**src/rtl/sram_arb_pkg.sv**
```systemverilog
// Shared types and helpers for the SRAM port arbiter.
package sram_arb_pkg;

    typedef enum logic [1:0] {
        ST_IDLE   = 2'd0,
        ST_SETUP  = 2'd1,
        ST_ACCESS = 2'd2,
        ST_HOLD   = 2'd3
    } state_t;

    localparam int CNT_W = 4;

    function automatic int idx_w(input int n);
        return (n > 1) ? $clog2(n) : 1;
    endfunction

endpackage

```
**src/rtl/sram_rr_arbiter.sv**
```systemverilog
// Combinational grant selection: first requester found searching upward from
// ptr_i, wrapping at NPORTS-1. A constant zero pointer gives fixed priority.
module sram_rr_arbiter
    import sram_arb_pkg::*;
#(
    parameter int NPORTS = 2,
    localparam int PW    = idx_w(NPORTS)
) (
    input  logic [NPORTS-1:0] req_i,
    input  logic [PW-1:0]     ptr_i,
    output logic [NPORTS-1:0] gnt_o
);

    logic found;

    always_comb begin
        gnt_o = '0;
        found = 1'b0;
        for (int i = 0; i < NPORTS; i++) begin
            if (!found && req_i[(int'(ptr_i) + i) % NPORTS]) begin
                gnt_o[(int'(ptr_i) + i) % NPORTS] = 1'b1;
                found = 1'b1;
            end
        end
    end

endmodule

```
**src/rtl/sram_port_arbiter.sv**
```systemverilog
// Multi-port arbiter in front of an asynchronous SRAM (IDLE/SETUP/ACCESS/HOLD).
// Define SRAM_ARB_RR_EN for round-robin arbitration; default is fixed priority.
module sram_port_arbiter
    import sram_arb_pkg::*;
#(
    parameter int ADDR_W   = 15,
    parameter int DATA_W   = 8,
    parameter int NPORTS   = 2,
    parameter int WAIT_CYC = 1
) (
    input  logic                     clk,
    input  logic                     rst,
    input  logic [NPORTS-1:0]        req,
    input  logic [NPORTS-1:0]        wr,
    input  logic [NPORTS*ADDR_W-1:0] addr,
    input  logic [NPORTS*DATA_W-1:0] wdata,
    output logic [NPORTS-1:0]        ack,
    output logic [DATA_W-1:0]        rdata,
    output logic [ADDR_W-1:0]        sram_addr,
    output logic [DATA_W-1:0]        sram_dq_o,
    output logic                     sram_dq_oe,
    input  logic [DATA_W-1:0]        sram_dq_i,
    output logic                     sram_nce,
    output logic                     sram_noe,
    output logic                     sram_nwe
);

    localparam int PW = idx_w(NPORTS);

    state_t             state_q;
    logic [CNT_W-1:0]   cnt_q;
    logic [NPORTS-1:0]  gnt_q;
    logic [NPORTS-1:0]  ack_q;
    logic               wr_q;
    logic [DATA_W-1:0]  rdata_q;
    logic [ADDR_W-1:0]  addr_q;
    logic [DATA_W-1:0]  dq_o_q;
    logic               nce_q;
    logic               noe_q;
    logic               nwe_q;
    logic               dq_oe_q;

    logic [NPORTS-1:0]  gnt;
    logic [PW-1:0]      ptr;
    logic [PW-1:0]      gidx;
    logic [ADDR_W-1:0]  sel_addr;
    logic [DATA_W-1:0]  sel_wdata;
    logic               sel_wr;

    sram_rr_arbiter #(.NPORTS(NPORTS)) u_arb (
        .req_i (req),
        .ptr_i (ptr),
        .gnt_o (gnt)
    );

    always_comb begin
        gidx = '0;
        for (int i = 0; i < NPORTS; i++) begin
            if (gnt[i]) gidx = PW'(i);
        end
    end

    assign sel_addr  = addr[int'(gidx)*ADDR_W +: ADDR_W];
    assign sel_wdata = wdata[int'(gidx)*DATA_W +: DATA_W];
    assign sel_wr    = wr[gidx];

`ifdef SRAM_ARB_RR_EN
    logic [PW-1:0] ptr_q;
    logic [PW-1:0] ptr_d;

    // Next search starts one past the port being granted now.
    always_comb begin
        ptr_d = (int'(gidx) == NPORTS - 1) ? '0 : gidx + 1'b1;
    end

    always_ff @(posedge clk or posedge rst) begin
        if (rst) begin
            ptr_q <= '0;
        end else if (state_q == ST_IDLE && |req) begin
            ptr_q <= ptr_d;
        end
    end

    assign ptr = ptr_q;
`else
    assign ptr = '0;
`endif

    always_ff @(posedge clk or posedge rst) begin
        if (rst) begin
            state_q <= ST_IDLE;
            cnt_q   <= '0;
            gnt_q   <= '0;
            ack_q   <= '0;
            wr_q    <= 1'b0;
            rdata_q <= '0;
            addr_q  <= '0;
            dq_o_q  <= '0;
            nce_q   <= 1'b1;
            noe_q   <= 1'b1;
            nwe_q   <= 1'b1;
            dq_oe_q <= 1'b0;
        end else begin
            ack_q <= '0;
            case (state_q)
                ST_IDLE: begin
                    // Request fields are latched once here; later port changes are ignored.
                    if (|req) begin
                        state_q <= ST_SETUP;
                        gnt_q   <= gnt;
                        wr_q    <= sel_wr;
                        addr_q  <= sel_addr;
                        dq_o_q  <= sel_wdata;
                        nce_q   <= 1'b0;
                        dq_oe_q <= sel_wr;
                    end
                end
                ST_SETUP: begin
                    state_q <= ST_ACCESS;
                    cnt_q   <= CNT_W'(WAIT_CYC - 1);
                    noe_q   <= wr_q;
                    nwe_q   <= ~wr_q;
                end
                ST_ACCESS: begin
                    if (cnt_q == '0) begin
                        state_q <= ST_HOLD;
                        noe_q   <= 1'b1;
                        nwe_q   <= 1'b1;
                        ack_q   <= gnt_q;
                        if (!wr_q) rdata_q <= sram_dq_i;
                    end else begin
                        cnt_q <= cnt_q - 1'b1;
                    end
                end
                ST_HOLD: begin
                    state_q <= ST_IDLE;
                    nce_q   <= 1'b1;
                    dq_oe_q <= 1'b0;
                end
                default: state_q <= ST_IDLE;
            endcase
        end
    end

    assign ack        = ack_q;
    assign rdata      = rdata_q;
    assign sram_addr  = addr_q;
    assign sram_dq_o  = dq_o_q;
    assign sram_dq_oe = dq_oe_q;
    assign sram_nce   = nce_q;
    assign sram_noe   = noe_q;
    assign sram_nwe   = nwe_q;

endmodule

```
**config.mk**
```make
export PLATFORM = sky130hd
export DESIGN_NAME = sram_port_arbiter
export DESIGN_NICKNAME = d
export VERILOG_FILES = /design/src/rtl/sram_arb_pkg.sv /design/src/rtl/sram_rr_arbiter.sv /design/src/rtl/sram_port_arbiter.sv
export SDC_FILE = /design/constraint.sdc
export NUM_CORES = 1
export LEC_CHECK = 0
export CORE_MARGIN = 4
export CORE_UTILIZATION = 43
export CTS_BUF_LIST = sky130_fd_sc_hd__clkbuf_4
export CTS_CLUSTER_DIAMETER = 200
export DETAILED_ROUTE_END_ITERATION = 7
export PLACE_DENSITY = 0.9
export SETUP_SLACK_MARGIN = 0.4
export SLEW_MARGIN = 20
export SYNTH_ARGS = -nofsm -noshare
export SYNTH_HDL_FRONTEND = slang
export SYNTH_SLANG_ARGS = --single-unit
export TNS_END_PERCENT = 1
```
**constraint.sdc**
```tcl
create_clock -name clk -period 2.5 [get_ports clk]
set_clock_uncertainty 0.2 [all_clocks]
set_input_delay 0.25 -clock clk [delete_from_list [all_inputs] [get_ports clk]]
set_output_delay 0.25 -clock clk [all_outputs]
set_load 0.05 [all_outputs]
```
# == Word level (Yosys, flattened, before mapping) ==
# Index checks and enable logic that the tools add are counted.
# classes
n_addsub,1
bitwise_logic,1
shift,2
mux,20
order_cmp,1
mul,1
n_eq_ne,6
n_reduce_logical,13
# op_table
cell,count
30-bit by 6-bit indexed part select with 15-bit output,1
16-bit by 5-bit indexed part select with 8-bit output,1
2-bit two-way mux,5
2-bit AND reduction,5
1-bit two-way mux,8
1-bit one-hot mux with 2 select lines,4
2-bit one-hot mux with 4 select lines,1
4-bit one-hot mux with 2 select lines,1
"2-bit inequality test, second input constant",3
"1-bit by 4-bit multiplier with 5-bit output, second input constant",1
"2-bit equality test, second input constant",2
4-bit zero test,1
4-bit two-way mux,1
2-bit nonzero test,2
"4-bit by 1-bit subtractor with 4-bit output, second input constant",1
3-bit AND reduction,1
"2-bit by 1-bit equality test with 1-bit output, second input constant",1
2-bit zero test,1
"1-bit by 2-bit less-than comparator with 1-bit output, second input constant",1
2-bit OR reduction,1
1-bit logical AND,1
1-bit zero test,1
1-bit inverter,1
# word_totals
inputBits,60
output_inout_bits,37
register_bits,46
elab_cells,57

# == Logic depth before layout (Yosys ltp) ==
# Gate-level depths: netlist of run 1.
# depth
depth_word,9
depth_mapped,7
ltp_nobuf,5

# == Hierarchy ==
# From an unflattened synthesis of run 1, not the netlist that was laid out.
# hier_totals
hier_cells,186
hier_area_um2,2145.8
# modules_own_cells
mod,area_each_um2,instances,cells_each
sram_port_arbiter,2127.0,1,183
sram_rr_arbiter,18.8,1,3

# == Worst setup path after synthesis of run 1 ==
# Ideal clock, no wire load.
# synth_path
path_type,reg2reg
start,reg state_q[0]
end,reg rdata_q[0] (netlist: rdata[0])
setup_time_ps,125
slack_ps,625
stages_incl_launch_ff,8
n_path_buf,2
t_arrival_ps,1550
t_required_ps,2175
period_less_slack_ps,1875
cell_sequence,dfrtp_1 -> inv_1 -> ha_1 -> buf_6 -> and4bb_4 -> nor2b_4 -> buf_12 -> mux2_4
# synth_via
elab_chain_len,2
# synth_rtl
element,line_no,rtl
start: declaration,sram_port_arbiter.sv:30,state_t state_q;
start signal: assignment,sram_port_arbiter.sv:91,state_q <= ST_IDLE;
start signal: assignment,sram_port_arbiter.sv:109,state_q <= ST_SETUP;
start signal: assignment,sram_port_arbiter.sv:119,state_q <= ST_ACCESS;
2-bit equality test,sram_port_arbiter.sv:105,case (state_q)
3-bit AND reduction (no line),-,
end signal: assignment,sram_port_arbiter.sv:130,if (!wr_q) rdata_q <= sram_dq_i;
end: declaration,sram_port_arbiter.sv:35,logic [DATA_W-1:0] rdata_q;
# Every way passes these cells.
# A chain may end at the register's enable or synchronous reset.

# == Worst setup path in the final report of run 1 ==
# layout_path
start,reg nwe_q (netlist: sram_nwe)
end,out sram_nwe
# layout_lines
element,line_no,rtl
start: declaration,sram_port_arbiter.sv:40,logic nwe_q;
start signal: assignment,sram_port_arbiter.sv:122,nwe_q <= ~wr_q;
end: declaration,sram_port_arbiter.sv:25,output logic sram_nwe
# No word-level cell between the ends.

==> results of run 1 <==
## sequential cells by signal, summed over array words and instances (netlist names)
register,count
sram_nwe,1
sram_nce,1
rdata,8
state_q,2
sram_dq_o,8
sram_noe,1
ack,2
sram_addr,15
gnt_q,2
sram_dq_oe,1
wr_q,1
cnt_q,4
## what timing repair did
action,CTS,global route
pin swaps,0,0
setup endpoints to repair,11,10
gates cloned,0,0
resized for setup,1,1
buffers inserted,0,1
## worst paths after layout
check,from,endpoint,slack [ps]
worst max-delay path,sram_nwe,sram_nwe,360
worst min register to register,sram_dq_o[0],sram_dq_o[0],300
min in group clk,sram_dq_i[5],rdata[5],300
worst min-delay path,rst,sram_addr[9],130
worst max register to register,state_q[0],rdata[1],450
max in group asynchronous,rst,sram_addr[10],1560
## layout by cell type (no fill, tap or decap), types with 2 or more instances in the layout
cell / synthesis / final
buf_12: 1 / 3
mux2i_1: 25 / 25
nor2_1: 3 / 3
dfstp_2: 3 / 3
nand3_1: 2 / 2
o21ai_1: 21 / 20
o21ai_0: 5 / 5
nand2_1: 32 / 32
mux2_4: 8 / 8
dfrtp_1: 43 / 43
clkbuf_4: 0 / 6
nand2b_1: 3 / 3
clkdlybuf4s50_1: 0 / 94
and2_2: 2 / 2
a21oi_1: 3 / 3
buf_4: 1 / 2
inv_1: 5 / 4
ha_1: 5 / 5
o22a_1: 2 / 2
## through the flow
step	instances	utilization	hold WS, ps	power [W]	area (sq um)
final	353	0.685	135	0.00429	3300
after global routing	353	0.685	163	0.00455	3300
after CTS	352	0.681	153	0.00431	3280
after detailed placement	344	0.664	274	0.00386	3200
after global placement	344	0.664	263	0.00379	3200
after floorplan	188	-	136	0.00304	2170
## layer usage
metal	share of wire	up-vias	routed length, microns
met5	0	-	0
met4	0.0080	0	40
met3	0.092	5	459
met2	0.50	63	2500
met1	0.40	799	1970
li1	-	844	-
## tightest hold or removal path, stage by stage
cell	delay, ps
clkdlybuf4s50_1	410
inv_2	50
buf_4	460
## cells by family (layout without fill, tap and decap cells)
| group | count (synthesis) | count (layout) | synth area share |
|---|---|---|---|
| AOI/OAI and AO/OA | 37 | 37 | 0.0997 |
| buffers and inverters | 16 | 114 | 0.0484 |
| and+or+nand+nor | 50 | 50 | 0.115 |
| DFF | 46 | 46 | 0.532 |
| muxes | 34 | 34 | 0.176 |
| adders and majority gates | 5 | 5 | 0.0288 |
## power groups by stage
stage          Sequential, W  Clock (W)  Combinational (W)
2_1_floorplan        0.00228          0           0.000760
3_3_place_gp         0.00127          0            0.00252
3_5_place_dp         0.00129          0            0.00257
4_1_cts              0.00127   0.000468            0.00257
5_1_grt              0.00132   0.000501            0.00273
6_report             0.00127   0.000453            0.00257
## area by class of cell
cell class,count,area (sq um),share of cell area
clock inverter,2,37.5,0.0114
tap,67,83.8,0.0254
clock buffer,6,45.0,0.0136
sequential,46,1150,0.350
inverter,5,18.8,0.00568
timing repair buffer,101,1040,0.314
multi-input combinational,126,925,0.280
==> impl_metrics.csv, run 1 <==
group,metric,value,unit
die,core-area,4820,sq um
die,ios,97,
synthesis,netlist_top_cells_count,"dfrtp_1, nand2_1, mux2i_1",
synthesis,synth_edf_count,0,
critical_path,critical_path_arrival,1690,ps
job,max_cap_viol_count,0,
critical_path,start_kind,"flip-flop",
synthesis,syn_inst,188,
synthesis,synth.avg_cell_area,11.5,sq um
synthesis,synth_cell_type_count,35,
grt,grt-ovfl-total,0,
power,power_switching,0.00199,W
synthesis,seq_area_frac_synth,0.532,
power,cellInternalPower,0.00231,W
min_path,hold_class,"primary input to asynchronous set/reset pin",
critical_path,slowest_stage,"clkdlybuf4s50_1",
sta,worstMarginPinSlew,564,ps
power,pwr-share-comb,0.599,
drt,vias,1711,
clocking,htree_levels,2,
final_layout,layout.nets,350,
die,die_h,79.1,microns
synthesis,netlist_area,2170,sq um
grt,grt_pass1_vias,1778,
clocking,hold_buffers,0,
drt,vias_per_cell,4.85,
clocking,cts-root-buf,"clkbuf_4",
sta,finalSetupTns,0,ps
grt,grt_start_max_net_pins,47,
die,start_util,0.451,
power,pwr-share-clk,0.106,
sta,setup_ws,356,ps
synthesis,synth_nets,253,
clocking,insertion_delay,350,ps
synthesis,synth-main-ff-cell,"dfrtp_1",
sta,finalSetupViolCount,0,
critical_path,required,2050,ps
synthesis,synth_top_area_cell,"dfrtp_1",
synthesis,ys_warn_count,0,
grt,grtUsageMet1,0.188,
place,gp_congestion,0.748,
grt,busiest_layer,"met2",
sta,fin_crit_sh,0.858,
sta,hold_violations,0,
drt,routedWlPerCell,14.1,microns
grt,met3_usage,0.0680,
grt,grt_use_met2,0.285,
critical_path,crit_type,"flip-flop to primary output",
synthesis,synth_top_area_share,0.496,
drt,routed_wl,4970,microns
critical_path,worst_r2r_path_depth,6,
final_layout,drive_gt1_frac,0.115,
die,rows,25,
drt,drtAntennaViolNets,0,
drt,firstDrtPassIters,4,
final_layout,fillers,393,
synthesis,synthArstFlopShare,1.00,
drt,drt_iter0_markers,50,
critical_path,critPathMaxStageDelay,790,ps
sta,drv_slew,0,
sta,timing.fmax,466,MHz
place,portBuffers,96,
place,place_hpwl,3870,microns
synthesis,ys_top_cells_by_area,"dfrtp_1, mux2i_1, mux2_4",
power,powerDensity,1300,nW/um^2
critical_path,critPathMaxFanout,2,
grt,grtUsageTotal,0.164,
place,place_ws,379,ps
drt,drc_errors,0,
critical_path,cp_top_family,"buffers and inverters",
synthesis,yosysMostFrequentCell,"dfrtp_1",
die,die_area,6250,sq um
grt,grt_pass1_wl,8050,microns
outcome,status,"complete, no violations",
sta,fin_crit,2140,ps
clocking,cts.sinks,46,
critical_path,worst-path-buf-inv,1,
synthesis,ys_seq_elements,46,
power,peakVddDrop,711,uV
final_layout,area_growth,52.1,%
final_layout,antennaDiodeCount,0,
grt,antenna_found_initial,0,
clocking,cts.clk_slew.worst_paths,130,ps
sta,rsz0062_at_grt,"true",
power,switching_share,0.463,
critical_path,crit_path_end_kind,"primary output",
sta,relSlewSlack,0.624,
critical_path,worst-path-stages,1,
clocking,cts_buffers,5,
power,power_frac_seq,0.295,
clocking,cts.path.max_buffers,2,
die,die_w,79.1,microns
critical_path,cp_cell_sequence,"clkdlybuf4s50_1",
clocking,cts_tree,"done",
power,leakagePower,1.43,nW
No activity file was read; power rests on OpenSTA's default activity.
==> run 2: changes to the inputs <==
- CTS_CLUSTER_SIZE: unset -> 28
==> results of run 2 <==
The final DEF is identical to that of run 1; final timing and power are the same.
==> RTL change (settings of run 1) <==
The package constant `CNT_W` goes from 4 to 6.
--- a/src/rtl/sram_arb_pkg.sv
+++ b/src/rtl/sram_arb_pkg.sv
@@ -8,7 +8,7 @@
         ST_HOLD   = 2'd3
     } state_t;
 
-    localparam int CNT_W = 4;
+    localparam int CNT_W = 6;
 
     function automatic int idx_w(input int n);
         return (n > 1) ? $clog2(n) : 1;
Behaviour: no difference found for any inputs over 10 cycles, from zero or initial values and one cycle with rst high; that may be too few to reach the edited logic, so the function may still have changed.
==> RTL change against run 1 <==
Maximum frequency increased by 0.21%. Wire length increased by 11%. Clock power decreased by 21%. Sequential cell count increased by 2. First-iteration DRC count increased to 3.1 times the old value. Cell area increased by 1.9%. Sequential power increased by 3%. Total power decreased by 3.7%. Utilization decreased by 2.2 points. Synthesized area increased by 3.5%. Critical path depth unchanged. Setup slack improved by 0.0046 ns.
==> RTL change: results (changes against run 1) <==
run_status:
  outcome: "finished, final reports clean"
logic_synthesis:
  synth_area_leaders: "dfrtp_1 50%, mux2i_1 11%, o21ai_0 6.9%"
  synth_top_family_by_area: "multiplexers"
  seq_area_frac_synth_pct: 53.6  # +0.45 points
  synth_cell_types: 31  # -11%
  yosys_warnings: 0  # unchanged
  synth-main-ff-cell: "dfrtp_1"
  synth_compound_area_share_pct: 12.7  # +2.7 points
  ys_async_sr_fraction_pct: 100  # unchanged
  synth_xor_area_share_pct: 0  # unchanged
  synth_commonest_cells: "45 x dfrtp_1, 31 x nand2_1, 31 x o21ai_0, 24 x mux2i_1, 9 x mux2_2"
  synth_fa_ha_area_share_pct: 3.34  # +0.46 points
  synthMuxAreaShare_pct: 15.2  # -2.4 points
  syn_nets: 271  # +7.1%
cells_and_area:
  final_nets: 368  # +5.1%
  antenna_cells: 0  # unchanged
  final_layout_size_suffix_gt1_share_pct: 9.24  # -2.3 points
  largest_reg_flops: 15  # unchanged
global_route:
  grt_pass1_vias: 1903  # +7.0%
  track_usage_pct: 17.6  # +1.2 points
  grt_max_degree: 50  # +6.4%
  antenna_found_initial: 0  # unchanged
  grt_pass1_wl_mm: 8.83  # +9.7%
route:
  wl_per_cell_um: 14.8  # +5.0%
  first_iter_violations: 157  # +210%
  via_per_inst: 5.06  # +4.5%
  first_pass_iters: 6  # +2
clock_network:
  cts_setup_buffers: 0  # unchanged
  cts-root-buf: "clkbuf_4"
  htree_levels: 2  # unchanged
  cts_inserted_buffers: 5  # unchanged
  clock_path_buffers: 2  # unchanged
  clk_pin_slew_worst_paths_ns: 0.13  # about the same
  clk_latency_ns: 0.36
critical_path:
  crit_family: "buffers and inverters"
  path_max_fanout: 2  # unchanged
  crit_path_max_incr_delay_ns: 0.79  # about the same
  cp_slowest_cell: "clkdlybuf4s50_1"
  cp.arrival_ns: 1.69  # about the same
sta:
  tightest_slew_ns: 0.729  # +0.165 ns
place:
  place_hpwl_mm: 4.25  # +9.8%
  gp_congestion: 0.867  # +16%
  port_buffers: 96  # unchanged
  place_ws_ns: 0.351  # -0.0280 ns
min_path:
  hold_class: "in2async"
pwr:
  irDropWorstVdd_v: 0.000698  # -1.8%
  p_leak_nw: 1.55  # +8.2%
## RTL change: cell types whose count changed in the layout (fill, tap and decap cells not counted), moves of 3 or more
cell	before	now
mux2_2	0	9
and2_1	0	3
o21ai_1	20	0
mux2_4	8	0
o21ai_0	5	30
nand2b_1	3	7
nor2_1	3	6
## RTL change: worst paths after layout
check	start	endpoint	slack, ns	depth (start not counted)
worst max-delay path	sram_noe	sram_noe	0.36	1
worst min-delay path	rst	ack[0]	0.12	2
worst max register to register	state_q[0]	rdata[2]	0.46	5
worst min register to register	sram_dq_o[3]	sram_dq_o[3]	0.30	2
max in group asynchronous	rst	sram_addr[10]	1.37	3
min in group clk	sram_dq_i[4]	rdata[4]	0.29	2
## RTL change: logic make-up (layout without fill, tap and decap cells)
family                   after synthesis  after routing
multiplexers                          33             33
flip-flops                            48             48
AO/OA/AOI/OAI                         47             47
adder cells (fa/ha/maj)                6              6
buffers and inverters                 15            113
AND/OR/NAND/NOR                       56             56
## RTL change: routing by layer
layer | vias up | wire, um | GRT usage (%)
li1 | 911 | - | -
met1 | 896 | 2230 | 20.8
met2 | 72 | 2880 | 30.5
met3 | 10 | 307 | 4.37
met4 | 0 | 102 | 6.76
met5 | - | 0 | 0
## RTL change: cell type report
class | count | area [um^2]
Clock inverter | 1 | 3.75
Timing Repair Buffer | 100 | 1000
Tap cell | 70 | 87.6
Multi-Input combinational cell | 142 | 992
Inverter | 5 | 18.8
Sequential cell | 48 | 1200
Clock buffer | 7 | 52.6
Fill cell | 404 | 1710
## RTL change: timing repair
| item | in CTS | in global routing |
|---|---|---|
| endpoints found under the setup margin | 11 | 12 |
| pin swaps | 0 | 0 |
| resized for setup | 1 | 2 |
| gates cloned | 0 | 0 |
## RTL change: report_power, final
part,switching (W),internal (W)
logic,0.00159,0.000881
registers,0.000184,0.00112
clock network,0.000229,0.000130
total,0.00200,0.00213
## RTL change: per-stage QoR
step | hold slack (ns) | instances | utilization (%) | area [um^2]
CTS | 0.154 | 373 | 66.2 | 3360
finish | 0.121 | 373 | 66.3 | 3360
detailed placement | 0.270 | 365 | 65.1 | 3300
floorplan | 0.136 | 205 | - | 2250
global route | 0.195 | 373 | 66.3 | 3360
global placement | 0.261 | 365 | 65.1 | 3300
